==> config.mk <==
export PLATFORM = sky130hd
export DESIGN_NAME = in_debounce
export DESIGN_NICKNAME = d
export VERILOG_FILES = /design/src/rtl/in_debounce.sv
export SDC_FILE = /design/constraint.sdc
export NUM_CORES = 1
export LEC_CHECK = 0
export BUFFER_PORTS_ARGS = -buffer_cell sky130_fd_sc_hd__buf_4
export CAP_MARGIN = 20
export CORE_UTILIZATION = 50
export DETAILED_ROUTE_END_ITERATION = 7
export PLACE_DENSITY = 0.72
export SLEW_MARGIN = 20
export SYNTH_ARGS = -nofsm -noshare
export SYNTH_HDL_FRONTEND = slang
export SYNTH_SLANG_ARGS = --single-unit
export TNS_END_PERCENT = 100
==> constraint.sdc <==
create_clock -name clk -period 2.5 [get_ports clk]
set_clock_uncertainty 0.05 [all_clocks]
set_input_delay 0 -clock clk [delete_from_list [all_inputs] [get_ports clk]]
set_output_delay 0 -clock clk [all_outputs]
set_load 0.1 [all_outputs]
==> src/rtl/in_debounce.sv <==
// in_debounce: synchronise, debounce, invert and edge-detect active-low input pins.
// Optional IN_LATCH_EN adds sticky per-bit pend flags with pend_clr and pend_any.
module in_debounce #(
  parameter int N_IN      = 10,
  parameter int DB_CYCLES = 16,
  parameter int CNT_W     = $clog2(DB_CYCLES) + 1
) (
  input  logic            clk,
  input  logic            reset,
  input  logic [N_IN-1:0] pins,
  input  logic [N_IN-1:0] pend_clr,
  output logic [15:0]     in_out,
  output logic [N_IN-1:0] rise,
  output logic [N_IN-1:0] pend,
  output logic            pend_any
);
  localparam logic [CNT_W-1:0] CNT_MAX = CNT_W'(DB_CYCLES - 1);
  logic [N_IN-1:0]  s1_q, s2_q, lvl, stable_q, stable_d, rise_q, rise_d;
  logic [CNT_W-1:0] cnt_q [N_IN];
  logic [CNT_W-1:0] cnt_d [N_IN];
  assign lvl = ~s2_q;
  // A new level is accepted only after CNT_MAX+1 consecutive mismatching edges.
  always_comb begin
    stable_d = stable_q;
    for (int i = 0; i < N_IN; i++) begin
      cnt_d[i]    = (lvl[i] == stable_q[i] || cnt_q[i] == CNT_MAX) ? '0 : cnt_q[i] + 1'b1;
      stable_d[i] = (lvl[i] != stable_q[i] && cnt_q[i] == CNT_MAX) ? lvl[i] : stable_q[i];
    end
    rise_d = stable_d & ~stable_q;
  end
  always_ff @(posedge clk or negedge reset) begin
    if (!reset) begin
      s1_q     <= '1;
      s2_q     <= '1;
      stable_q <= '0;
      rise_q   <= '0;
      for (int i = 0; i < N_IN; i++) cnt_q[i] <= '0;
    end else begin
      s1_q     <= pins;
      s2_q     <= s1_q;
      stable_q <= stable_d;
      rise_q   <= rise_d;
      for (int i = 0; i < N_IN; i++) cnt_q[i] <= cnt_d[i];
    end
  end
  assign in_out = 16'(stable_q);
  assign rise   = rise_q;
`ifdef IN_LATCH_EN
  logic [N_IN-1:0] pend_q, pend_d;
  logic            pend_any_q;
  // A rise on the same edge as a clear keeps the flag set.
  assign pend_d = rise_d | (pend_q & ~pend_clr);
  always_ff @(posedge clk or negedge reset) begin
    if (!reset) begin
      pend_q     <= '0;
      pend_any_q <= 1'b0;
    end else begin
      pend_q     <= pend_d;
      pend_any_q <= |pend_d;
    end
  end
  assign pend     = pend_q;
  assign pend_any = pend_any_q;
`else
  logic unused_pend_clr;
  assign unused_pend_clr = ^pend_clr;
  assign pend     = '0;
  assign pend_any = 1'b0;
`endif
endmodule

# Word level (Yosys, flattened, before mapping)
# Index checks and enable logic that the tools add are counted.
[word_totals] regBits=90 latch_bits=0 mem_bits_rw=0 rom_bits=0 input_bits=22 out_inout_bits=37 elab_cells=97 mem_count=0
[classes] addsub=10 mul=0 div_mod_pow=0 magnitude_cmp=0 n_eq_ne=30 n_shift=0 muxes=20 bitwise_logic=3 reduce_logical=20
[ops] cell="adder 5 x 1 -> 5 bit, second input constant" count=10
[ops] cell="equality test 5 x 4 -> 1 bit, second input constant" count=10
[ops] cell="two-way mux 5 bit" count=10
[ops] cell="inverter 10 bit" count=2
[ops] cell="AND 10 bit" count=1
[ops] cell="equality test 1 bit" count=10
[ops] cell="logical AND 1 bit" count=10
[ops] cell="logical OR 1 bit" count=10
[ops] cell="two-way mux 1 bit" count=10
[ops] cell="!= test 1 bit" count=10

# Depth between registers and ports, before layout
[logic_depth] depth_word=5 ltp_mapped=5 ltp_nobuf=5

# Least setup slack after synthesis
# OpenSTA, ideal clock, no wires.
[synth_timing] kind="register to register" from="register stable_q[7]" to="register cnt_q[13] (netlist name)" arrival_ns=1.517 path_slack_ns=0.837 path_stages_with_launch=3 path_cell_list="dfrtp_1 -> xor2_1 -> nor4_2"
[synth_rtl] item="start, declared" line_no="18" source="logic [N_IN-1:0] s1_q, s2_q, lvl, stable_q, stable_d, rise_q, rise_d;"
[synth_rtl] item="start signal, assigned" line_no="41" source="stable_q <= stable_d;"
[synth_rtl] item="end, declared" line_no="19" source="logic [CNT_W-1:0] cnt_q [N_IN];"

==> run_results.csv <==
group,metric,value,unit
logic_synthesis,syn_area,3710,um^2
timing,finalSetupViolCount,0,
worst_setup_path,r2r_cells,5,
place,io_buffers,31,
finish,num_antenna_cells,0,
finish,fin_util,60.6,%
worst_setup_path,worstSetupStartpoint,"cnt_q[0]",
finish,area_growth,17.8,%
detailed_routing,first_iter_violations,80,
logic_synthesis,synth_cells,279,
worst_setup_path,r2r_end,"cnt_q[3]",
timing,rsz0062_at_grt,"no",
detailed_routing,wl_per_cell,11.5,um
power,p_sw,0.708,mW
logic_synthesis,yosysMostFrequentCell,"dfrtp_1",
detailed_routing,viasPerCell,4.93,
logic_synthesis,post-synth-top-area-cell,"dfrtp_1",
detailed_routing,drcViolationCount,0,
worst_setup_path,slowest_delay,0.42,ns
logic_synthesis,synth_edf_count,0,
logic_synthesis,yosys_warnings,0,
die,initial_utilization,51.5,%
logic_synthesis,async_flop_share,100,%
die,fp.dieW,88.2,um
worst_setup_path,criticalPathCategory,"reg -> reg",
worst_setup_path,timing.reg2reg.setup_slack,0.93,ns
die,rows,31,
worst_setup_path,start_kind,"register",
timing,fin_crit,1.57,ns
place,gp_congestion,0.733,
detailed_routing,drt_wl_total,5030,um
power,ir_drop,435,uV
logic_synthesis,synth_area_leaders,"dfrtp_1, dfstp_2, ha_1",
timing,worst_pin_slew,0.565,ns
clock_tree,clk_latency,0.35,ns
job,cap_viol_max_count,0,
logic_synthesis,synth_commonest_cells,"dfrtp_1, nor3_1, dfstp_2, ha_1, inv_1",
die,io_pins,59,
timing,fmax,636,MHz
finish,nNetsFinal,374,
logic_synthesis,yosysUniqueCellTypes,20,
detailed_routing,num_vias,2149,
global_routing,antenna_found_initial,0,
power,p_sw_share,23.8,%
worst_setup_path,path_common_cell,"ha_1",
global_routing,grt_use_total,15.1,%
power,powerDensity,679,nW/um^2
worst_setup_path,critPathRequiredTime,2.70,ns
power,p_clk_share,38.4,%
timing,drv_slew,0,
timing,tns,0,ns
timing,relSlewSlack,62.4,%
clock_tree,clkSlewWorstSetupHoldPaths,0.08,ns
clock_tree,cts_tree,"done",
clock_tree,clock-root-buffer,"clkbuf_8",
timing,setup_ws,0.928,ns
finish,drive_gt1_share,23.1,%
die,die-area,7780,um^2
power,p_int,2.27,mW
worst_setup_path,crit_fanout,7,
power,combPwrFrac,8.8,%
detailed_routing,drtPass1Iterations,4,
logic_synthesis,synth_top_area_share,47.2,%
detailed_routing,drt.antenna.violating_nets,0,
worst_setup_path,r2r-start,"cnt_q[0]",
logic_synthesis,ys.flop_type,"dfrtp_1",
worst_setup_path,end_kind,"register",
power,p_seq_share,52.8,%
finish,fin_area,4380,um^2
worst_hold_path,hold_path.class,"in -> async",
outcome,outcome,"finished, final reports clean",
place,dp_hpwl,3430,um
place,dpl_cell_area,4020,um^2
timing,finalCritPeriodShare,62.9,%
global_routing,grt_pass1_wl,8770,um
clock_tree,clock_path_buffers,2,
worst_setup_path,crit_slowest_cell,"dfrtp_1",
power,leakage,1.98,nW
logic_synthesis,syn_avg_cell_area,13.3,um^2
clock_tree,numCtsBuffers,9,
timing,finalHoldViolations,0,
clock_tree,htreeDepth,3,
die,fp.dieH,88.2,um
clock_tree,cts_resized,0,
global_routing,grt-ovfl-total,0,
logic_synthesis,ys_seq_area_share,61.3,%
die,core,7210,um^2
logic_synthesis,synth-seq-cells,90,
global_routing,grt_pass1_vias,2105,
worst_setup_path,path_cells,"ha_1 > and3_1 > ha_1 > o21bai_1 > nor4_2",
global_routing,grt_max_degree,47,
place,place_ws,0.924,ns
worst_setup_path,endpoint,"cnt_q[3]",
clock_tree,cts_setup_buffers,0,
worst_setup_path,cp.arrival,1.78,ns
clock_tree,cts.sinks,90,
==> area by class of cell <==
type | count | area, um^2
Fill cell | 588 | 2840
Sequential cell | 90 | 2280
Multi-Input combinational cell | 168 | 1290
Timing Repair Buffer | 43 | 363
Clock buffer | 10 | 128
Tap cell | 99 | 124
Clock inverter | 6 | 114
Inverter | 20 | 75.1
==> power groups by stage <==
stage / clock network, mW / registers, mW / logic, mW
2_1_floorplan: 0 / 1.59 / 0.213
3_3_place_gp: 0 / 1.59 / 0.247
3_5_place_dp: 0 / 1.60 / 0.252
4_1_cts: 1.20 / 1.57 / 0.266
5_1_grt: 1.26 / 1.58 / 0.289
6_report: 1.14 / 1.57 / 0.262
==> state kept, by name, indices dropped and copies added (netlist names) <==
register	cells
cnt_q	50
rise	10
s1_q	10
s2_q	10
stable_q	10
==> worst max-delay path, delay by kind of cell (launching register included) <==
family                   cells  cell delay, ns
AO/OA/AOI/OAI                1            0.20
flip-flops                   1            0.42
adder cells (fa/ha/maj)      2            0.49
AND/OR/NAND/NOR              2            0.32
==> cells in the final DEF, fill, tap and decap left out, types with 11 or more instances in the layout <==
cell           count
ha_1              20
dfstp_2           20
inv_1             20
dfrtp_1           70
nor3b_1           19
dlygate4sd3_1     11
conb_1            17
nor3_1            30
buf_4             31
==> worst min path at each step <==
stage	end	slack [ns]	cells past startpoint
4_1_cts	cnt_q[21]	0.14	2
3_5_place_dp	cnt_q[37]	-0.01	1
5_1_grt	stable_q[5]	0.17	2
2_1_floorplan	cnt_q[0]	-0.35	0
3_3_place_gp	cnt_q[37]	-0.02	1
6_report	cnt_q[37]	0.14	2
==> layer usage <==
metal,GRT usage (%),wire length (um),vias to the layer above
met1,17.7,2340,1053
met4,6.60,73,0
li1,-,-,1052
met3,5.94,217,8
met2,24.5,2400,36
met5,0,0,-
==> metrics by stage <==
stage / hold WS (ns) / std cells / total power [mW]
detailed placement: -0.0143 / 409 / 1.85
floorplan: -0.346 / 295 / 1.80
global route: 0.174 / 436 / 3.13
finish: 0.140 / 436 / 2.97
CTS: 0.142 / 436 / 3.03
global placement: -0.0158 / 409 / 1.84
==> repair_timing <==
item	CTS	global route
setup endpoints to repair	0	0
hold buffers	11	0
endpoints found under the hold margin	54	0
==> cell families (layout without fill, tap and decap cells) <==
kind of cell	Yosys count	after routing	share of synthesized area, %
muxes	9	9	2.43
xor gates and xnor gates	20	20	4.92
other	1	17	0.101
and+or+nand+nor	81	81	15.6
buffers and inverters	37	79	5.46
AOI/OAI and AO/OA	21	21	3.50
adders and majority gates	20	20	6.74
DFF	90	90	61.3
(Power assumes the default switching activity.)
